### src/rtl/keypad_hex_entry.sv
// 4x4 keypad scanner with debounce, 4-digit hex entry buffer and display byte-load writer.
// Define KEYPAD_CLEAR_EN to make key E clear the buffer instead of shifting in 0xE.
module keypad_hex_entry #(
  parameter int unsigned SCAN_DIV_BITS  = 15,
  parameter int unsigned DEBOUNCE_SCANS = 4
) (
  input  logic       clk50M,
  input  logic       rst,
  input  logic [3:0] filas,
  output logic [3:0] columnas,
  output logic [7:0] data,
  output logic       load0,
  output logic       load1,
  output logic       key_valid,
  output logic [3:0] key_code
);

  typedef enum logic [1:0] {StScan, StDebounce, StHeld} state_e;

  localparam logic [SCAN_DIV_BITS-1:0] DivOne    = SCAN_DIV_BITS'(1);
  localparam logic [3:0]               DebTarget = 4'(DEBOUNCE_SCANS);

  state_e                   state_q;
  logic [SCAN_DIV_BITS-1:0] div_q;
  logic [3:0]               sync1_q, sync2_q;
  logic [3:0]               row_lat_q;
  logic [3:0]               count_q;
  logic [15:0]              buffer_q;

  logic       tick;
  logic       one_low;
  logic [1:0] row_idx;
  logic [1:0] col_idx;
  logic [3:0] code;
  logic [3:0] count_inc;
  logic [3:0] col_rot;

  assign tick      = &div_q;
  assign count_inc = count_q + 4'd1;
  assign col_rot   = {columnas[2:0], columnas[3]};

  // Exactly one synchronized row low is a hit; anything else is treated as no key.
  always_comb begin
    one_low = 1'b0;
    row_idx = 2'd0;
    case (sync2_q)
      4'b1110: begin one_low = 1'b1; row_idx = 2'd0; end
      4'b1101: begin one_low = 1'b1; row_idx = 2'd1; end
      4'b1011: begin one_low = 1'b1; row_idx = 2'd2; end
      4'b0111: begin one_low = 1'b1; row_idx = 2'd3; end
      default: ;
    endcase
    col_idx = 2'd0;
    case (columnas)
      4'b1101: col_idx = 2'd1;
      4'b1011: col_idx = 2'd2;
      4'b0111: col_idx = 2'd3;
      default: col_idx = 2'd0;
    endcase
    case ({row_idx, col_idx})
      4'b0000: code = 4'h1;
      4'b0001: code = 4'h2;
      4'b0010: code = 4'h3;
      4'b0011: code = 4'hA;
      4'b0100: code = 4'h4;
      4'b0101: code = 4'h5;
      4'b0110: code = 4'h6;
      4'b0111: code = 4'hB;
      4'b1000: code = 4'h7;
      4'b1001: code = 4'h8;
      4'b1010: code = 4'h9;
      4'b1011: code = 4'hC;
      4'b1100: code = 4'hE;
      4'b1101: code = 4'h0;
      4'b1110: code = 4'hF;
      default: code = 4'hD;
    endcase
  end

  always_ff @(posedge clk50M or posedge rst) begin
    if (rst) begin
      state_q   <= StScan;
      div_q     <= '0;
      sync1_q   <= 4'b1111;
      sync2_q   <= 4'b1111;
      row_lat_q <= 4'b1111;
      count_q   <= 4'd0;
      buffer_q  <= 16'h0000;
      columnas  <= 4'b1110;
      data      <= 8'h00;
      load0     <= 1'b0;
      load1     <= 1'b0;
      key_valid <= 1'b0;
      key_code  <= 4'h0;
    end else begin
      div_q     <= div_q + DivOne;
      sync1_q   <= filas;
      sync2_q   <= sync1_q;
      key_valid <= 1'b0;
      // Write pair follows key_valid: low byte, then high byte, then idle.
      load0     <= key_valid;
      load1     <= load0;
      if (key_valid)  data <= buffer_q[7:0];
      else if (load0) data <= buffer_q[15:8];
      else            data <= 8'h00;

      if (tick) begin
        case (state_q)
          StScan: begin
            if (one_low) begin
              row_lat_q <= sync2_q;
              count_q   <= 4'd0;
              state_q   <= StDebounce;
            end else begin
              columnas <= col_rot;
            end
          end
          StDebounce: begin
            if (sync2_q == row_lat_q) begin
              if (count_inc == DebTarget) begin
                key_code  <= code;
                key_valid <= 1'b1;
`ifdef KEYPAD_CLEAR_EN
                if (code == 4'hE) buffer_q <= 16'h0000;
                else              buffer_q <= {buffer_q[11:0], code};
`else
                buffer_q <= {buffer_q[11:0], code};
`endif
                count_q   <= 4'd0;
                state_q   <= StHeld;
              end else begin
                count_q <= count_inc;
              end
            end else begin
              state_q  <= StScan;
              columnas <= col_rot;
            end
          end
          StHeld: begin
            if (sync2_q == 4'b1111) begin
              if (count_inc == DebTarget) state_q <= StScan;
              else                        count_q <= count_inc;
            end else begin
              count_q <= 4'd0;
            end
          end
          default: state_q <= StScan;
        endcase
      end
    end
  end

endmodule
### config.mk
export PLATFORM = sky130hd
export DESIGN_NAME = keypad_hex_entry
export DESIGN_NICKNAME = d
export VERILOG_FILES = /design/src/rtl/keypad_hex_entry.sv
export SDC_FILE = /design/constraint.sdc
export NUM_CORES = 1
export LEC_CHECK = 0
export BUFFER_PORTS_ARGS = -buffer_cell sky130_fd_sc_hd__clkbuf_2
export CAP_MARGIN = 0
export CORE_MARGIN = 2
export CORE_UTILIZATION = 58
export DETAILED_ROUTE_END_ITERATION = 10
export GPL_TIMING_DRIVEN = 0
export PLACE_DENSITY = 0.78
export SLEW_MARGIN = 40
export SYNTH_ARGS = -nofsm -noshare
export SYNTH_HDL_FRONTEND = slang
export SYNTH_SLANG_ARGS = --single-unit
### constraint.sdc
create_clock -name clk50M -period 3.4 [get_ports clk50M]
set_clock_uncertainty 0.15 [all_clocks]
set_input_delay 0.68 -clock clk50M [delete_from_list [all_inputs] [get_ports clk50M]]
set_output_delay 0.68 -clock clk50M [all_outputs]
set_load 0.01 [all_outputs]
==> results of run 1 <==
where the power goes:
part           internal, uW  switching, uW  leakage, uW  total (uW)
Clock                   459            308     0.000121         767
Sequential              770           2.32     0.000827         772
Combinational          15.6           29.7     0.000777        45.3
worst max path at each step:
stage,cells past startpoint,start,slack [ns],end
global placement,2,rst,0.31,columnas[0]
CTS,7,div_q[0],0.86,count_q[3]
detailed placement,7,div_q[0],0.90,count_q[3]
global route,7,div_q[0],0.71,count_q[3]
floorplan,1,rst,1.0,buffer_q[10]
finish,7,div_q[0],0.87,count_q[3]
per-stage QoR:
| step | utilization [%] | instances | area (sq um) |
|---|---|---|---|
| finish | 69.4 | 367 | 3540 |
| detailed placement | 64.7 | 351 | 3310 |
| floorplan | - | 256 | 3080 |
| global route | 69.4 | 367 | 3540 |
| global placement | 64.3 | 350 | 3280 |
| CTS | 69.4 | 367 | 3540 |
registers in the layout (all words and copies together), names as in the netlist:
signal	count
div_q	15
buffer_q	13
data	8
columnas	4
count_q	4
row_lat_q	4
sync1_q	4
sync2_q	4
key_code	3
state_q	2
key_valid	1
load0	1
load1	1
per-layer routing:
layer	share of wire, %	wire length [um]	vias to the layer above	track usage (%)
met5	0	0	-	0
met4	2.4	112	0	9.82
met3	4.1	193	8	4.59
met2	47	2200	38	28.6
met1	46	2170	921	22.7
li1	-	-	952	-
placed cells by master (no fill, tap or decap), drive strengths merged, types with 2 or more instances in the layout:
cell type	synthesis	final
a211oi	2	2
a21o	2	2
a21oi	4	4
and2	2	2
and4	2	2
and4b	2	2
buf	9	10
bufinv	0	2
clkbuf	2	37
dfrtp	49	49
dfstp	15	15
ha	12	12
inv	10	12
mux2	22	22
mux2i	4	4
nand2	34	34
nand3	12	12
nand4	4	4
nand4b	2	2
nor2	8	8
nor2b	2	2
nor3	4	4
o21ai	19	19
or4	2	2
xnor2	9	9
xor2	13	13
cell type report:
class                      count  share of cell area, %
buffer                        11                   2.36
clock buffer                  11                   4.27
clock inverter                 5                   2.44
inverter                      10                   1.13
multi-input combinational    171                   37.7
sequential                    64                   45.7
tap                           70                   2.47
timing repair buffer          25                   3.95
cell families (layout without fill, tap and decap cells):
family | Yosys count | in the layout | synth area share (%)
fa+ha+maj | 12 | 12 | 4.88
buf+inv | 21 | 62 | 3.94
compound gates | 33 | 33 | 7.08
flops | 64 | 64 | 52.7
simple gates | 78 | 78 | 14.2
xor+xnor | 22 | 22 | 6.51
mux | 26 | 26 | 10.7
==> results.py, run 1 <==
metrics = {
    "outcome": {
        "status": "complete, no violations",
    },
    "clocking": {
        "cts_tree": "built",
        "clock_path_buffers": 2,
        "clock-sinks": 64,
        "cts_setup_buffers": 0,
        "clkTransAtPathRegs_ns": 0.08,
        "ctsHtreeMaxLevel": 3,
        "cts_buffers": 9,
        "root_buffer": "clkbuf_8",
        "clk_latency_ns": 0.35,
        "holdBufCountCts": 0,
        "post_cts_resized": 0,
    },
    "worst_setup_path": {
        "cp-start-kind": "flip-flop",
        "rr_worst_depth": 7,
        "reg2reg_to": "count_q[3]",
        "r2r_start": "div_q[0]",
        "critical_path_peak_fanout": 8,
        "slowest_stage": "or4_1",
        "cp.required_ns": 3.51,
        "path_cells": "ha_1, and4_1, nand4_4, a211oi_4, o2111ai_2, or4_1, o211ai_1",
        "path_class": "flip-flop to flip-flop",
        "r2r_slack_ns": 0.87,
        "cp_slowest_stage_delay_ns": 0.56,
        "worst_ep_arrival_time_ns": 2.64,
        "crit_family": "simple AND/OR/NAND/NOR gates",
        "path_buf_inv": 0,
        "worstSetupEndpointType": "flip-flop",
    },
    "flow_run": {
        "cap_viol_max_count": 0,
    },
    "timing": {
        "fin_setup_tns_ns": 0,
        "max-slew-margin-rel_pct": 64.9,
        "tightest_slew_ns": 0.526,
        "hold_ws_ns": 0.123,
        "setup_ws_ns": 0.873,
        "fin_crit_ns": 2.53,
        "slew_violations": 0,
        "hold_viol_final": 0,
        "max_freq_mhz": 396,
        "rsz0062_at_grt": "no",
        "finalCritPeriodShare_pct": 74.3,
        "setup_viol": 0,
    },
    "layout": {
        "seq_area_sq_mm": 0.00162,
        "layout-drive-gt1-share_pct": 33.0,
        "multi_input_comb_area_sq_mm": 0.00134,
        "syn_to_final_growth_pct": 15.2,
        "fill_cells": 396,
        "diodes": 0,
        "nets": 310,
    },
    "logic_synthesis": {
        "ys_types": 45,
        "ys.flop_type": "dfrtp_1",
        "yosysMostFrequentCell": "dfrtp_1",
        "synth_fp_nets": 274,
        "synth_top_area_share_pct": 39.9,
        "syn_inst": 256,
        "synth-async-reset-ratio_pct": 100,
        "synth-edff-count": 0,
        "ys_ff_latch": 64,
        "yosysWarnings": 0,
        "yosys.area.top_type": "dfrtp_1",
        "syn_area_per_cell_sq_um": 12.0,
        "synth.area.top_cells": "dfrtp_1 40%, dfstp_2 13%, mux2_4 5.4%",
        "netlist_area_sq_mm": 0.00308,
        "synthTopCellsByCount": "49 x dfrtp_1, 33 x nand2_1, 19 x o21ai_0",
        "synth-seq-area-share_pct": 52.7,
    },
    "routing": {
        "drc_errors": 0,
        "num_vias": 1919,
        "firstDrtPassIters": 4,
        "wl_um": 4680,
        "drtIter0Drc": 68,
        "drtAntennaViolNets": 0,
        "via_per_inst": 5.23,
        "wire_per_inst_um": 12.8,
    },
    "die": {
        "fp.dieW_um": 76.8,
        "die-area_sq_mm": 0.00590,
        "start_util_pct": 60.2,
        "die_h_um": 76.8,
        "num_rows": 26,
        "pin_count": 25,
        "coreArea_sq_mm": 0.00511,
    },
    "pwr": {
        "p_total_uw": 1580,
        "vdd_drop_max_v": 0.000321,
        "power_density_mw_per_mm2": 447,
        "leakagePower_uw": 0.00172,
    },
    "place": {
        "gp_congestion": 0.816,
        "io_buffers": 24,
        "dp_slack_ns": 0.900,
        "dpl.hpwl_um": 3270,
    },
    "grt": {
        "grt_pass1_vias": 1830,
        "grt_pass1_wl_um": 8250,
        "antenna_found_initial": 0,
        "grt-ovfl-total": 0,
        "grt_max_degree": 41,
        "grt_util_all_layers_pct": 18.0,
    },
    "min_path": {
        "hp-class": "input port to async pin",
    },
}
Power figures use the tool's default switching activity.
==> run 2: changes to the inputs <==
Settings changed: CORE_UTILIZATION 58 to 53, PLACE_DENSITY 0.78 to 0.75.
Clock period 3.4 ns to 2.2 ns, I/O delays scaled along.
==> run 2 against run 1 <==
Compared with the run above: the flow now finishes with violations (setup timing); register-to-register slack got worse by 1.1 ns; largest cell class unchanged; via count grew 7.1%; count of clock-buffer cells in the layout fell by 2; highest routed layer unchanged; sequential cell count unchanged; power increased by 50%; global-route usage rose by 0.41 points; sequential share of layout area is 3.3 points lower.
==> results.py, run 2 (synthesized netlist as in run 1, its figures left out) <==
metrics = {
    "layout": {
        "layout-drive-gt1-share_pct": 39.4,
        "multi_input_comb_area_sq_mm": 0.00140,
        "top_regs": "div_q (15), buffer_q (13), data (8)",
        "largest_register_ffs": 15,
        "fill_cells": 412,
        "diodes": 0,
        "final_common_cell": "dfrtp_1",
        "nets": 333,
        "final_cell_mix": "49 x dfrtp_1, 33 x nand2_1, 24 x clkbuf_2",
        "syn_to_final_growth_pct": 24.0,
        "regMostFlops": "div_q",
        "seq_area_sq_mm": 0.00162,
    },
    "worst_setup_path": {
        "worst_ep_arrival_time_ns": 2.52,
        "critical_path_peak_fanout": 5,
        "path_class": "flip-flop to flip-flop",
        "cp-start-kind": "flip-flop",
        "cp.required_ns": 2.27,
        "worstSetupEndpointType": "flip-flop",
    },
    "timing": {
        "hold_ws_ns": 0.0260,
        "finalCritPeriodShare_pct": 111,
        "setup_viol": 25,
        "hold_viol_final": 0,
        "fin_crit_ns": 2.44,
        "max-slew-margin-rel_pct": 74.2,
        "max_freq_mhz": 409,
        "rsz0062_at_grt": "yes",
        "tightest_slew_ns": 0.385,
        "fin_setup_tns_ns": -4.44,
        "slew_violations": 0,
        "setup_ws_ns": -0.245,
    },
    "place": {
        "dpl.hpwl_um": 3370,
        "gp_congestion": 0.807,
        "io_buffers": 24,
    },
    "routing": {
        "num_vias": 2055,
        "drtAntennaViolNets": 0,
        "drc_errors": 0,
        "drtIter0Drc": 110,
        "firstDrtPassIters": 4,
        "via_per_inst": 5.24,
        "wire_per_inst_um": 13.6,
        "wl_um": 5320,
    },
    "pwr": {
        "vdd_drop_max_v": 0.000462,
        "p_total_uw": 2380,
        "power_density_mw_per_mm2": 625,
        "leakagePower_uw": 0.00185,
    },
    "clocking": {
        "clkTransAtPathRegs_ns": 0.07,
        "root_buffer": "clkbuf_8",
        "clock-sinks": 64,
        "clk_latency_ns": 0.35,
        "cts_buffers": 9,
        "cts_tree": "built",
        "clock_path_buffers": 2,
        "ctsHtreeMaxLevel": 3,
    },
    "die": {
        "num_rows": 27,
        "die_h_um": 80.2,
        "coreArea_sq_mm": 0.00554,
        "start_util_pct": 55.5,
        "pin_count": 25,
        "die-area_sq_mm": 0.00643,
        "fp.dieW_um": 80.2,
    },
    "outcome": {
        "status": "finished with violations",
        "violations": "setup timing",
    },
    "grt": {
        "grt_max_degree": 37,
        "antenna_found_initial": 0,
        "grt_pass1_vias": 1894,
        "grt_pass1_wl_um": 8820,
        "grt-ovfl-total": 0,
        "grt_util_all_layers_pct": 18.4,
    },
    "flow_run": {
        "cap_viol_max_count": 0,
    },
    "min_path": {
        "hp-class": "input port to flip-flop",
    },
}
-- run 2: cell count changes in the layout (fill, tap and decap cells not counted), sizes merged --
cell,previous run,this run
buf,10,32
clkbuf,37,35
dlygate4sd3,0,1
clkinv,1,2
inv,12,10
clkinvlp,0,3
-- run 2: worst paths after layout --
kind,startpoint,end,slack [ns],depth (start not counted)
worst max-delay path,sync2_q[3],buffer_q[11],-0.24,7
worst max register to register,sync2_q[3],buffer_q[11],-0.24,7
max in group asynchronous,rst,row_lat_q[1],0.85,4
min in group asynchronous,rst,buffer_q[6],0.46,3
worst min-delay path,filas[0],sync1_q[0],0.03,1
worst min register to register,sync1_q[2],sync2_q[2],0.21,0
-- run 2: final cells by class --
class / count / share of cell area, %
Clock buffer: 9 / 3.25
Multi-Input combinational cell: 171 / 36.6
Clock inverter: 7 / 2.52
Tap cell: 72 / 2.36
Inverter: 10 / 1.05
Sequential cell: 64 / 42.5
Buffer: 9 / 2.10
Timing Repair Buffer: 50 / 9.67
-- run 2: power breakdown --
group / total [uW] / switching, uW / leakage, uW / internal (uW)
clock network: 1100 / 467 / 0.000101 / 637
logic: 85.2 / 49.2 / 0.000923 / 36.0
registers: 1190 / 4.01 / 0.000827 / 1190
total: 2380 / 521 / 0.00185 / 1860
-- run 2: layer usage --
layer	vias to the layer above	global-route usage, %	share of wire, %	routed length [um]
met4	0	8.47	2.1	110
li1	990	-	-	-
met2	50	29.9	48	2560
met5	-	0	0	0
met1	1005	22.4	45	2410
met3	10	5.84	4.6	243
-- run 2: per-stage QoR --
step / std cells / utilization (%) / setup slack (ns) / area [sq um]
global placement: 352 / 59.6 / -0.723 / 3300
CTS: 385 / 67.5 / -0.201 / 3740
detailed placement: 353 / 60.0 / -0.257 / 3320
floorplan: 256 / - / -0.132 / 3090
global route: 392 / 68.9 / -0.307 / 3820
finish: 392 / 68.9 / -0.245 / 3820
-- run 2: critical path, stage by stage, from the launching register on --
cell and delay [ns]:
dfstp_2 0.52, buf_6 0.10, xor2_2 0.07, nor4_4 0.36, nand2_2 0.09, or4_4 0.57
buf_12 0.17, mux2_4 0.29
-- run 2: timing repair --
action | 4_1_cts | 5_1_grt
pin swaps | 8 | 2
setup buffers | 16 | 7
hold endpoints to repair | 28 | 0
cloned | 1 | 0
hold buffers | 1 | 0
setup endpoints to repair | 22 | 25
resized for setup | 13 | 9
==> run 3: changes to the inputs <==
Settings changed: CORE_ASPECT_RATIO from default to 1.75.
==> run 3 against run 2 <==
Compared with the run above: the run still ends with setup timing left; power shrank 9.5%; combinational power increased by 3.5%; worst hold slack got worse by 0.0020 ns; critical path type unchanged; first-iteration DRC count is 2.7% lower; register-to-register slack better by 0.04 ns; clock power decreased by 21%; global-route usage increased by 0.49 points.
==> results.py, run 3 (synthesized netlist as in run 1, its figures left out) <==
metrics = {
    "die": {
        "pin_count": 25,
        "fp.dieW_um": 61.6,
        "coreArea_sq_mm": 0.00559,
        "die-area_sq_mm": 0.00645,
        "start_util_pct": 55.1,
        "die_h_um": 105,
        "num_rows": 36,
    },
    "clocking": {
        "clock-sinks": 64,
        "cts_buffers": 9,
        "clkTransAtPathRegs_ns": 0.06,
        "ctsHtreeMaxLevel": 3,
        "clock_path_buffers": 2,
        "cts_tree": "built",
        "root_buffer": "clkbuf_8",
        "clk_latency_ns": 0.34,
    },
    "routing": {
        "wire_per_inst_um": 13.5,
        "drtIter0Drc": 107,
        "wl_um": 5280,
        "num_vias": 2047,
        "drtAntennaViolNets": 0,
        "via_per_inst": 5.22,
        "firstDrtPassIters": 4,
        "drc_errors": 0,
    },
    "layout": {
        "final_cell_area_sq_mm": 0.00382,
        "final_util_pct": 68.3,
        "regMostFlops": "div_q",
        "top_regs": "div_q (15), buffer_q (13), data (8)",
        "diodes": 0,
        "layout-drive-gt1-share_pct": 39.9,
        "final_common_cell": "dfrtp_1",
        "largest_register_ffs": 15,
        "final_cell_mix": "49 x dfrtp_1, 29 x nand2_1, 24 x clkbuf_2",
        "nets": 330,
        "syn_to_final_growth_pct": 24.0,
    },
    "worst_setup_path": {
        "path_class": "flip-flop to flip-flop",
        "worst_ep_arrival_time_ns": 2.48,
        "critical_path_peak_fanout": 5,
        "cp-start-kind": "flip-flop",
        "worstSetupEndpointType": "flip-flop",
        "cp.required_ns": 2.27,
    },
    "timing": {
        "max_freq_mhz": 415,
        "max-slew-margin-rel_pct": 70.0,
        "hold_viol_final": 0,
        "hold_ws_ns": 0.0240,
        "slew_violations": 0,
        "finalCritPeriodShare_pct": 109,
        "setup_viol": 21,
        "tightest_slew_ns": 0.450,
        "fin_crit_ns": 2.41,
        "setup_ws_ns": -0.208,
        "rsz0062_at_grt": "yes",
    },
    "place": {
        "dp_slack_ns": -0.285,
        "gp_congestion": 0.749,
        "placed_cell_area_sq_mm": 0.00333,
        "io_buffers": 24,
        "dpl.hpwl_um": 3570,
    },
    "pwr": {
        "power_density_mw_per_mm2": 565,
        "p_total_uw": 2160,
        "vdd_drop_max_v": 0.000379,
        "leakagePower_uw": 0.00184,
    },
    "grt": {
        "grt_util_all_layers_pct": 18.9,
        "antenna_found_initial": 0,
        "grt-ovfl-total": 0,
        "grt_pass1_vias": 2064,
        "grt_max_degree": 37,
        "grt_pass1_wl_um": 9050,
    },
    "flow_run": {
        "cap_viol_max_count": 0,
    },
    "outcome": {
        "status": "finished with violations",
        "violations": "setup timing",
    },
    "min_path": {
        "hp-class": "input port to flip-flop",
    },
}
## run 3: changes by cell type in the layout (fill, tap and decap cells not counted), moves of 2 or more
cell / before / now
buf_4: 22 / 16
buf_6: 7 / 9
bufinv_16: 2 / 0
clkbuf_1: 2 / 6
clkbuf_8: 9 / 11
clkinvlp_4: 3 / 0
nand2_1: 33 / 29
nand2_2: 1 / 4
o21ai_0: 15 / 13
o21ai_2: 0 / 2
## run 3: final timing paths
check                          endpoint  slack (ns)       start  cells past startpoint
min in group asynchronous      div_q[9]        0.47         rst                      3
min                          sync1_q[2]        0.02    filas[2]                      1
min reg2reg                  sync2_q[3]        0.20  sync1_q[3]                      0
max reg2reg                buffer_q[13]       -0.21  sync2_q[1]                      6
max in group asynchronous    sync2_q[0]        0.85         rst                      4
max                        buffer_q[13]       -0.21  sync2_q[1]                      6
## run 3: stage by stage
stage | std cells | TNS, ns
final | 392 | -3.44
after global routing | 392 | -5.29
after CTS | 389 | -2.98
after detailed placement | 357 | -4.04
after global placement | 356 | -38.27
after floorplan | 256 | -1.47
## run 3: where the power goes
group	internal [uW]	leakage [uW]	switching (uW)	total, uW
combinational	35.2	0.000932	53.0	88.2
sequential	1190	0.000827	5.21	1200
clock	466	0.0000838	405	871
## run 3: worst max-delay path, stage by stage (launching register included)
cell and delay, ns:
dfstp_2 0.56, xor2_2 0.09, nor4_4 0.35, nand2_2 0.09, or4_4 0.59, buf_12 0.17, mux2_4 0.29
## run 3: area by class of cell
cell class / instances / area [sq um]
Buffer: 9 / 80.1
Clock buffer: 15 / 166
Fill cell: 437 / 1770
Inverter: 10 / 40.0
Multi-Input combinational cell: 171 / 1450
Sequential cell: 64 / 1620
Tap cell: 76 / 95.1
Timing Repair Buffer: 47 / 362
## run 3: repair_timing
| item | in CTS | in global routing |
|---|---|---|
| endpoints found under the setup margin | 22 | 26 |
| cloned | 1 | 0 |
| buffers inserted | 17 | 4 |
| endpoints found under the hold margin | 20 | 0 |
| resized for setup | 26 | 14 |
| hold buffers | 1 | 0 |
| pin swaps | 8 | 6 |
## run 3: per-layer routing
| layer | up-vias | global-route usage [%] | share of wire [%] |
|---|---|---|---|
| met2 | 28 | 32.2 | 56 |
| met1 | 1019 | 20.4 | 39 |
| met3 | 11 | 5.32 | 2.7 |
| met4 | 0 | 9.12 | 2.5 |
| li1 | 989 | - | - |
| met5 | - | 0 | 0 |
